==> src/rtl/led_fade_driver.sv <==
// LED fade driver: turns on/off LED targets into saturating brightness ramps
// and drives each LED with a registered PWM output. Flags when every level
// has reached its target and pulses once on each entry into that state.
module led_fade_driver #(
    parameter int unsigned NUM_LEDS = 8,
    parameter int unsigned PWM_BITS = 8,
    parameter int unsigned CLK_DIV  = 50000,
    parameter int unsigned STEP     = 1
) (
    input  logic                clk_clk,
    input  logic                reset_reset,
    input  logic [NUM_LEDS-1:0] leds_in,
    input  logic                bypass,
    output logic [NUM_LEDS-1:0] led_out,
    output logic                settled,
    output logic                settle_pulse
);

    localparam int unsigned          DivW     = (CLK_DIV > 1) ? $clog2(CLK_DIV) : 1;
    localparam logic [DivW-1:0]      DivLast  = DivW'(CLK_DIV - 1);
    localparam logic [PWM_BITS-1:0]  LevelMax = {PWM_BITS{1'b1}};
    // One extra bit so the saturating add/subtract can detect over/underflow.
    localparam logic [PWM_BITS:0]    StepExt  = (PWM_BITS + 1)'(STEP);

    logic [NUM_LEDS-1:0]                leds_q;
    logic [DivW-1:0]                    presc_q, presc_d;
    logic                               tick;
    logic [PWM_BITS-1:0]                pwm_cnt_q;
    logic [NUM_LEDS-1:0][PWM_BITS-1:0]  level_q, level_d, target;
    logic [NUM_LEDS-1:0]                at_target;
    logic [PWM_BITS:0]                  up_sum, dn_diff;
    logic [NUM_LEDS-1:0]                led_out_q, led_out_d;
    logic                               settled_q, settled_d;
    logic                               settle_pulse_q;

    // Register the PIO export; everything downstream sees only leds_q.
    always_ff @(posedge clk_clk or posedge reset_reset) begin
        if (reset_reset) begin
            leds_q <= '0;
        end else begin
            leds_q <= leds_in;
        end
    end

    // Ramp prescaler next state: tick on the last count, then wrap.
    always_comb begin
        tick    = (presc_q == DivLast);
        presc_d = tick ? '0 : presc_q + 1'b1;
    end

    // Prescaler and free-running PWM counter.
    always_ff @(posedge clk_clk or posedge reset_reset) begin
        if (reset_reset) begin
            presc_q   <= '0;
            pwm_cnt_q <= '0;
        end else begin
            presc_q   <= presc_d;
            pwm_cnt_q <= pwm_cnt_q + 1'b1;
        end
    end

    // Per-LED target and saturating ramp step; bypass snaps to target.
    always_comb begin
        level_d   = level_q;
        target    = '0;
        at_target = '0;
        up_sum    = '0;
        dn_diff   = '0;
        for (int unsigned i = 0; i < NUM_LEDS; i++) begin
            target[i]    = {PWM_BITS{leds_q[i]}};
            at_target[i] = (level_q[i] == target[i]);
            up_sum       = {1'b0, level_q[i]} + StepExt;
            dn_diff      = {1'b0, level_q[i]} - StepExt;
            if (bypass) begin
                level_d[i] = target[i];
            end else if (tick) begin
                if (leds_q[i]) begin
                    level_d[i] = up_sum[PWM_BITS] ? LevelMax : up_sum[PWM_BITS-1:0];
                end else begin
                    // Top bit set means the subtraction borrowed: clamp at zero.
                    level_d[i] = dn_diff[PWM_BITS] ? '0 : dn_diff[PWM_BITS-1:0];
                end
            end
        end
    end

    // Brightness level registers.
    always_ff @(posedge clk_clk or posedge reset_reset) begin
        if (reset_reset) begin
            level_q <= '0;
        end else begin
            level_q <= level_d;
        end
    end

    // PWM compare and settle detection, both on pre-update levels.
    always_comb begin
        led_out_d = '0;
        for (int unsigned i = 0; i < NUM_LEDS; i++) begin
            if (bypass) begin
                led_out_d[i] = leds_q[i];
            end else begin
                // Full level is forced on; a plain compare would leave one dark slot.
                led_out_d[i] = (level_q[i] == LevelMax) || (pwm_cnt_q < level_q[i]);
            end
        end
        settled_d = &at_target;
    end

    // Registered outputs; settled resets high so no pulse fires out of reset.
    always_ff @(posedge clk_clk or posedge reset_reset) begin
        if (reset_reset) begin
            led_out_q      <= '0;
            settled_q      <= 1'b1;
            settle_pulse_q <= 1'b0;
        end else begin
            led_out_q      <= led_out_d;
            settled_q      <= settled_d;
            settle_pulse_q <= settled_d & ~settled_q;
        end
    end

    assign led_out      = led_out_q;
    assign settled      = settled_q;
    assign settle_pulse = settle_pulse_q;

endmodule

==> config.mk <==
export PLATFORM = sky130hd
export DESIGN_NAME = led_fade_driver
export DESIGN_NICKNAME = d
export VERILOG_FILES = /design/src/rtl/led_fade_driver.sv
export SDC_FILE = /design/constraint.sdc
export NUM_CORES = 1
export LEC_CHECK = 0
export CAP_MARGIN = 40
export CORE_ASPECT_RATIO = 1.2
export CORE_UTILIZATION = 30
export CTS_BUF_LIST = sky130_fd_sc_hd__clkbuf_8
export CTS_CLUSTER_SIZE = 10
export DETAILED_ROUTE_END_ITERATION = 12
export SLEW_MARGIN = 20
export SYNTH_ARGS = -nofsm -noshare
export SYNTH_HDL_FRONTEND = slang
export SYNTH_SLANG_ARGS = --single-unit
==> constraint.sdc <==
create_clock -name clk_clk -period 5.2 [get_ports clk_clk]
set_input_delay 1.3 -clock clk_clk [delete_from_list [all_inputs] [get_ports clk_clk]]
set_output_delay 1.3 -clock clk_clk [all_outputs]
set_load 0.02 [all_outputs]
-- Yosys cells after proc, flatten, opt, wreduce, memory -nomap -nowiden
Index checks and enable logic that the tools add are counted.
- register bits: 106
- word-level logic and storage cells: 118
- input bits: 11
- output and inout port bits: 10
- $lt $le $gt $ge: 8
- equal/unequal tests: 17
- mux-type cells: 49
- add/subtract/negate cells: 18
- bitwise gates (word level): 2
- reductions and logical operators: 10
- operators with widths (cell ; count):
    $mux 8 ; 40
    $add 8x1->9 const B ; 8
    $sub 8x1->9 const B ; 8
    $eq 8x8->1 ; 8
    $eq 8x8->1 const B ; 8
    $lt 8x8->1 ; 8
    $add 16x1->16 const B ; 1
    $eq 16x16->1 const B ; 1
    $mux 16 ; 1
    $add 8x1->8 const B ; 1
    $logic_or 1x1->1 ; 8
    $mux 1 ; 8
    $reduce_and 8->1 ; 1
    $reduce_bool 2->1 ; 1
    $and 1x1->1 ; 1
    $not 1->1 ; 1

-- Depth between registers and ports, before layout
- depth in word-level cells: 5
- gate-level depth with buffers: 9
- depth with buffers taken out: 8

-- Worst setup path before layout
No wires, ideal clock.
- path type: input -> register
- start point: input port bypass
- end point: register level_q[56] (netlist bit)
- data arrival time: 2.587 ns
- slack: 2.509 ns
- path buffers: 4
- library setup time: 0.104 ns
- data required time: 5.096 ns
- cell stages on the path: 6
- path through: clkbuf_1 -> buf_1 -> clkbuf_1 -> clkbuf_1 -> nand2_1 -> o311ai_1
- longest elaborated chain between the ends: 1
- elaborated cells on any way between the ends: 2
- those cells by class: 1 x mux; 1 x reduce/logical
- RTL lines (element ; RTL line ; text):
    from (decl) ; 13 ; input logic bypass,
    $mux 8 or $reduce_bool 2->1 (tied branches) ; n/a ;
    to (signal assigned) ; 92 ; level_q <= level_d;
    to (decl) ; 29 ; logic [NUM_LEDS-1:0][PWM_BITS-1:0] level_q, level_d, target;
Parallel ways exist; a longest one is shown, timed or not.
A chain may end at the register's enable or synchronous reset.

-- Worst setup path in the final report
- start point: input port bypass
- end point: register level_q[53] (netlist bit)
The elaborated chain is that of the path after synthesis.

==> key figures <==
Outcome
  – Status: completed

Floorplanning
  – Full die area: 29,200 sq um
  – Core area: about 28,000 sq um
  – Initial core utilization: 30.6%
  – Die width: around 160 um
  – Die span in y: between 150 and 200 um
  – Core Rows: 67
  – I/O pin total: 21

Power and ir drop
  – Maximum vdd drop: 0.000139 V
  – Clock share of power: between 20% and 30%
  – Switching Fraction: between 30% and 40%
  – Sequential fraction of design power: 51.2%
  – Comb power frac: roughly a quarter
  – Pwr dens: ~220 nW/um^2
  – Switch Pwr: between 700 and 800 uW
  – Pint: about 1300 uW
  – Total Power: a little over 2000 uW
  – Leak: around 0.0038 uW

Clock network
  – Clock sink total: between 100 and 150
  – Post CTS Setup Buffer Count: 0
  – H-tree depth: 3
  – CTS Root Buffer Type: clkbuf_8
  – Post-CTS Hold Fix Bufs: 0
  – Clock buffer depth: 2
  – Clk_lat worst skew: 0.40 ns
  – Clock transition at the registers of the reported paths: 0.10 ns
  – TritonCTS Buffers: 9
  – CTS tree: yes
  – Gates resized, CTS repair: 0

Logic synthesis
  – Synth unique cells: approximately 70
  – Seq/Total Area, Yosys: a little over 30%
  – Post-synth top area share: just over 30%
  – Syn Inst Count: 1,082
  – Ranking of synthesized cells by area: dfrtp_1 (31%), ha_1 (11%), o21ai_0 (5.7%), a21oi_1 (5.6%), inv_1 (3.6%)
  – Top FF cell, synth: dfrtp_1
  – Synth area leader: dfrtp_1
  – Synth Cell Area: approximately 8600 sq um
  – Asr flop ratio synth: 100%
  – Flops & latches, synth: roughly 110
  – Synth warnings: 0
  – Syn Area/Cell: between 7 and 8 sq um
  – Post-synth net total: between 1,000 and 1,500
  – Post-synth EDFFs: 0

STA
  – Max_slew headroom: roughly half
  – Final min period: approximately 3.0 ns
  – Fmax: roughly 330 MHz
  – Max-slew violations: 0
  – Tightest Pin Transition: 0.764 ns
  – Endpoints failing setup: 0
  – Final hold violations: 0
  – RSZ-0062 raised after global routing: no
  – Period utilization: between 50% and 60%
  – Final setup skew: 0.0176 ns
  – Setup TNS: 0 ns

Setup path
  – FF-to-FF setup slack: 2.31 ns
  – CP Launch Type: primary input
  – Reg-to-Reg End: level_q[28]
  – FF-to-FF Start: level_q[25]
  – Setup CP Type: in2reg
  – Worst Path Max Fanout: 29
  – Worst Path Arrival: ~3.3 ns
  – Cells on worst reg2reg path: 7
  – Crit path required time: between 5 and 6 ns
  – Setup crit end kind: register

Drt
  – Starting DRT DRC Count: 578
  – ANT nets after route: 0
  – # DRC: 0
  – Vias: roughly 8,100
  – Wire per inst: about 17 um
  – Routed wire length: roughly 24,000 um
  – Vias per std cell: 5.64
  – First-pass iteration count of the detailed router: 5

Global route
  – Vias in the first global route: 7,720
  – Initial antenna violation count: 0
  – All-Layer GR Usage: approximately 17%
  – GRT overflow: 0
  – Largest net degree at the start of global routing: 69
  – First-pass GRT wire length: between 40,000 and 50,000 um

Cells and area
  – Post-Layout Cell Count: about 1,400
  – Design area: roughly 9200 sq um
  – Fin nets: approximately 1,100
  – Commonest cells after routing, fill and taps aside: dfrtp_1 (105), o21ai_0 (98), a21oi_1 (96)
  – Most common cell after layout, fill and taps aside: dfrtp_1
  – Share of layout cells above drive strength 1: about 4%
  – Antenna Cells: 0
  – Area Growth Syn to Fin: 7.89%

Placed design
  – I/O Buffers: 20
  – DP HPWL: between 15,000 and 20,000 um
  – Placed insts: 1,424
  – Instance area at placement: 9070 sq um
  – Gpl congestion: approximately 0.88

Min path
  – Tightest Hold Check Type: reg2reg
  – Hold endpoint: presc_q[0]
  – Hold path start: presc_q[0]
  – Worst Hold Depth: 1

Run
  – Max-cap violations: 0
[flip-flops by register name, summed over array words and instances, names as in the netlist]
name / cells
presc_q: 16
settle_pulse: 1
leds_q: 8
led_out: 8
level_q: 64
settled: 1
pwm_cnt_q: 8
[Yosys cell counts, types with 4 or more instances]
cell,count
a31oi_1,27
o22ai_1,11
o41ai_1,4
a21oi_1,96
nor2_1,77
a211oi_1,6
o22a_1,4
or3_1,7
mux2i_1,5
ha_1,74
o21ai_0,98
xor2_1,9
nand3_1,60
nand4_1,21
nor3_1,47
o211ai_1,12
nand2b_1,11
buf_1,4
and3_1,11
and4_1,9
xnor2_1,22
dfrtp_1,105
nor4_1,15
a21o_1,26
buf_2,5
clkbuf_1,56
or4_1,4
a311oi_1,6
o221ai_1,5
o311ai_0,8
a22oi_1,11
o31ai_1,13
inv_1,81
nand2_1,70
[worst max-delay path: stages]
cell      delay [ns]
buf_2           0.50
inv_1           0.46
o41ai_4         0.12
buf_4           0.35
o221ai_1        0.19
a221o_1         0.37
[metal layers]
| layer | vias to the layer above | routed length, um | track usage (%) |
|---|---|---|---|
| met4 | 0 | 588 | 5.88 |
| met3 | 44 | 964 | 2.73 |
| met2 | 204 | 11500 | 28.4 |
| met1 | 3914 | 10700 | 21.9 |
| li1 | 3966 | - | - |
| met5 | - | 0 | 0 |
[stage by stage]
stage          setup slack, ns  hold WS, ns  util [%]
4_1_cts                   2.20        0.502      33.0
5_1_grt                   2.06        0.525      33.0
2_1_floorplan             1.11        0.455         -
3_5_place_dp              1.79        0.486      32.4
3_3_place_gp              1.78        0.475      32.3
6_report                  2.17        0.494      33.0
[kinds of logic (layout without fill, tap and decap cells)]
group | Yosys count | count (layout) | synth area share (%)
flip-flops | 106 | 106 | 31.0
adder cells (fa/ha/maj) | 74 | 74 | 10.8
AND/OR/NAND/NOR | 355 | 355 | 21.1
buffers and inverters | 149 | 128 | 6.78
XOR/XNOR | 31 | 31 | 3.17
AO/OA/AOI/OAI | 362 | 362 | 26.5
multiplexers | 5 | 5 | 0.585
[worst max-delay path by stage]
| stage | start | end | slack (ns) | depth (start not counted) |
|---|---|---|---|---|
| 2_1_floorplan | reset_reset | led_out[0] | 1.11 | 1 |
| 3_3_place_gp | bypass | level_q[53] | 1.78 | 6 |
| 3_5_place_dp | bypass | level_q[53] | 1.79 | 6 |
| 4_1_cts | bypass | level_q[53] | 2.20 | 6 |
| 5_1_grt | bypass | level_q[53] | 2.06 | 6 |
| 6_report | bypass | level_q[53] | 2.17 | 6 |
[cell type report]
cell class / instances / area [sq um]
fillers: 3017 / 18800
multi-input cells: 827 / 5340
flip-flops and latches: 106 / 2650
well taps: 379 / 474
inverters: 82 / 310
repair buffers: 31 / 299
clock buffers: 9 / 124
clock inverters: 6 / 35.0
[power groups by stage]
stage	sequential [uW]	clock (uW)	combinational, uW
6_report	1060	473	540
5_1_grt	1080	530	623
4_1_cts	1060	495	540
3_5_place_dp	1070	0	538
3_3_place_gp	1070	0	525
2_1_floorplan	984	0	467
No activity file was read; power rests on OpenSTA's default activity.
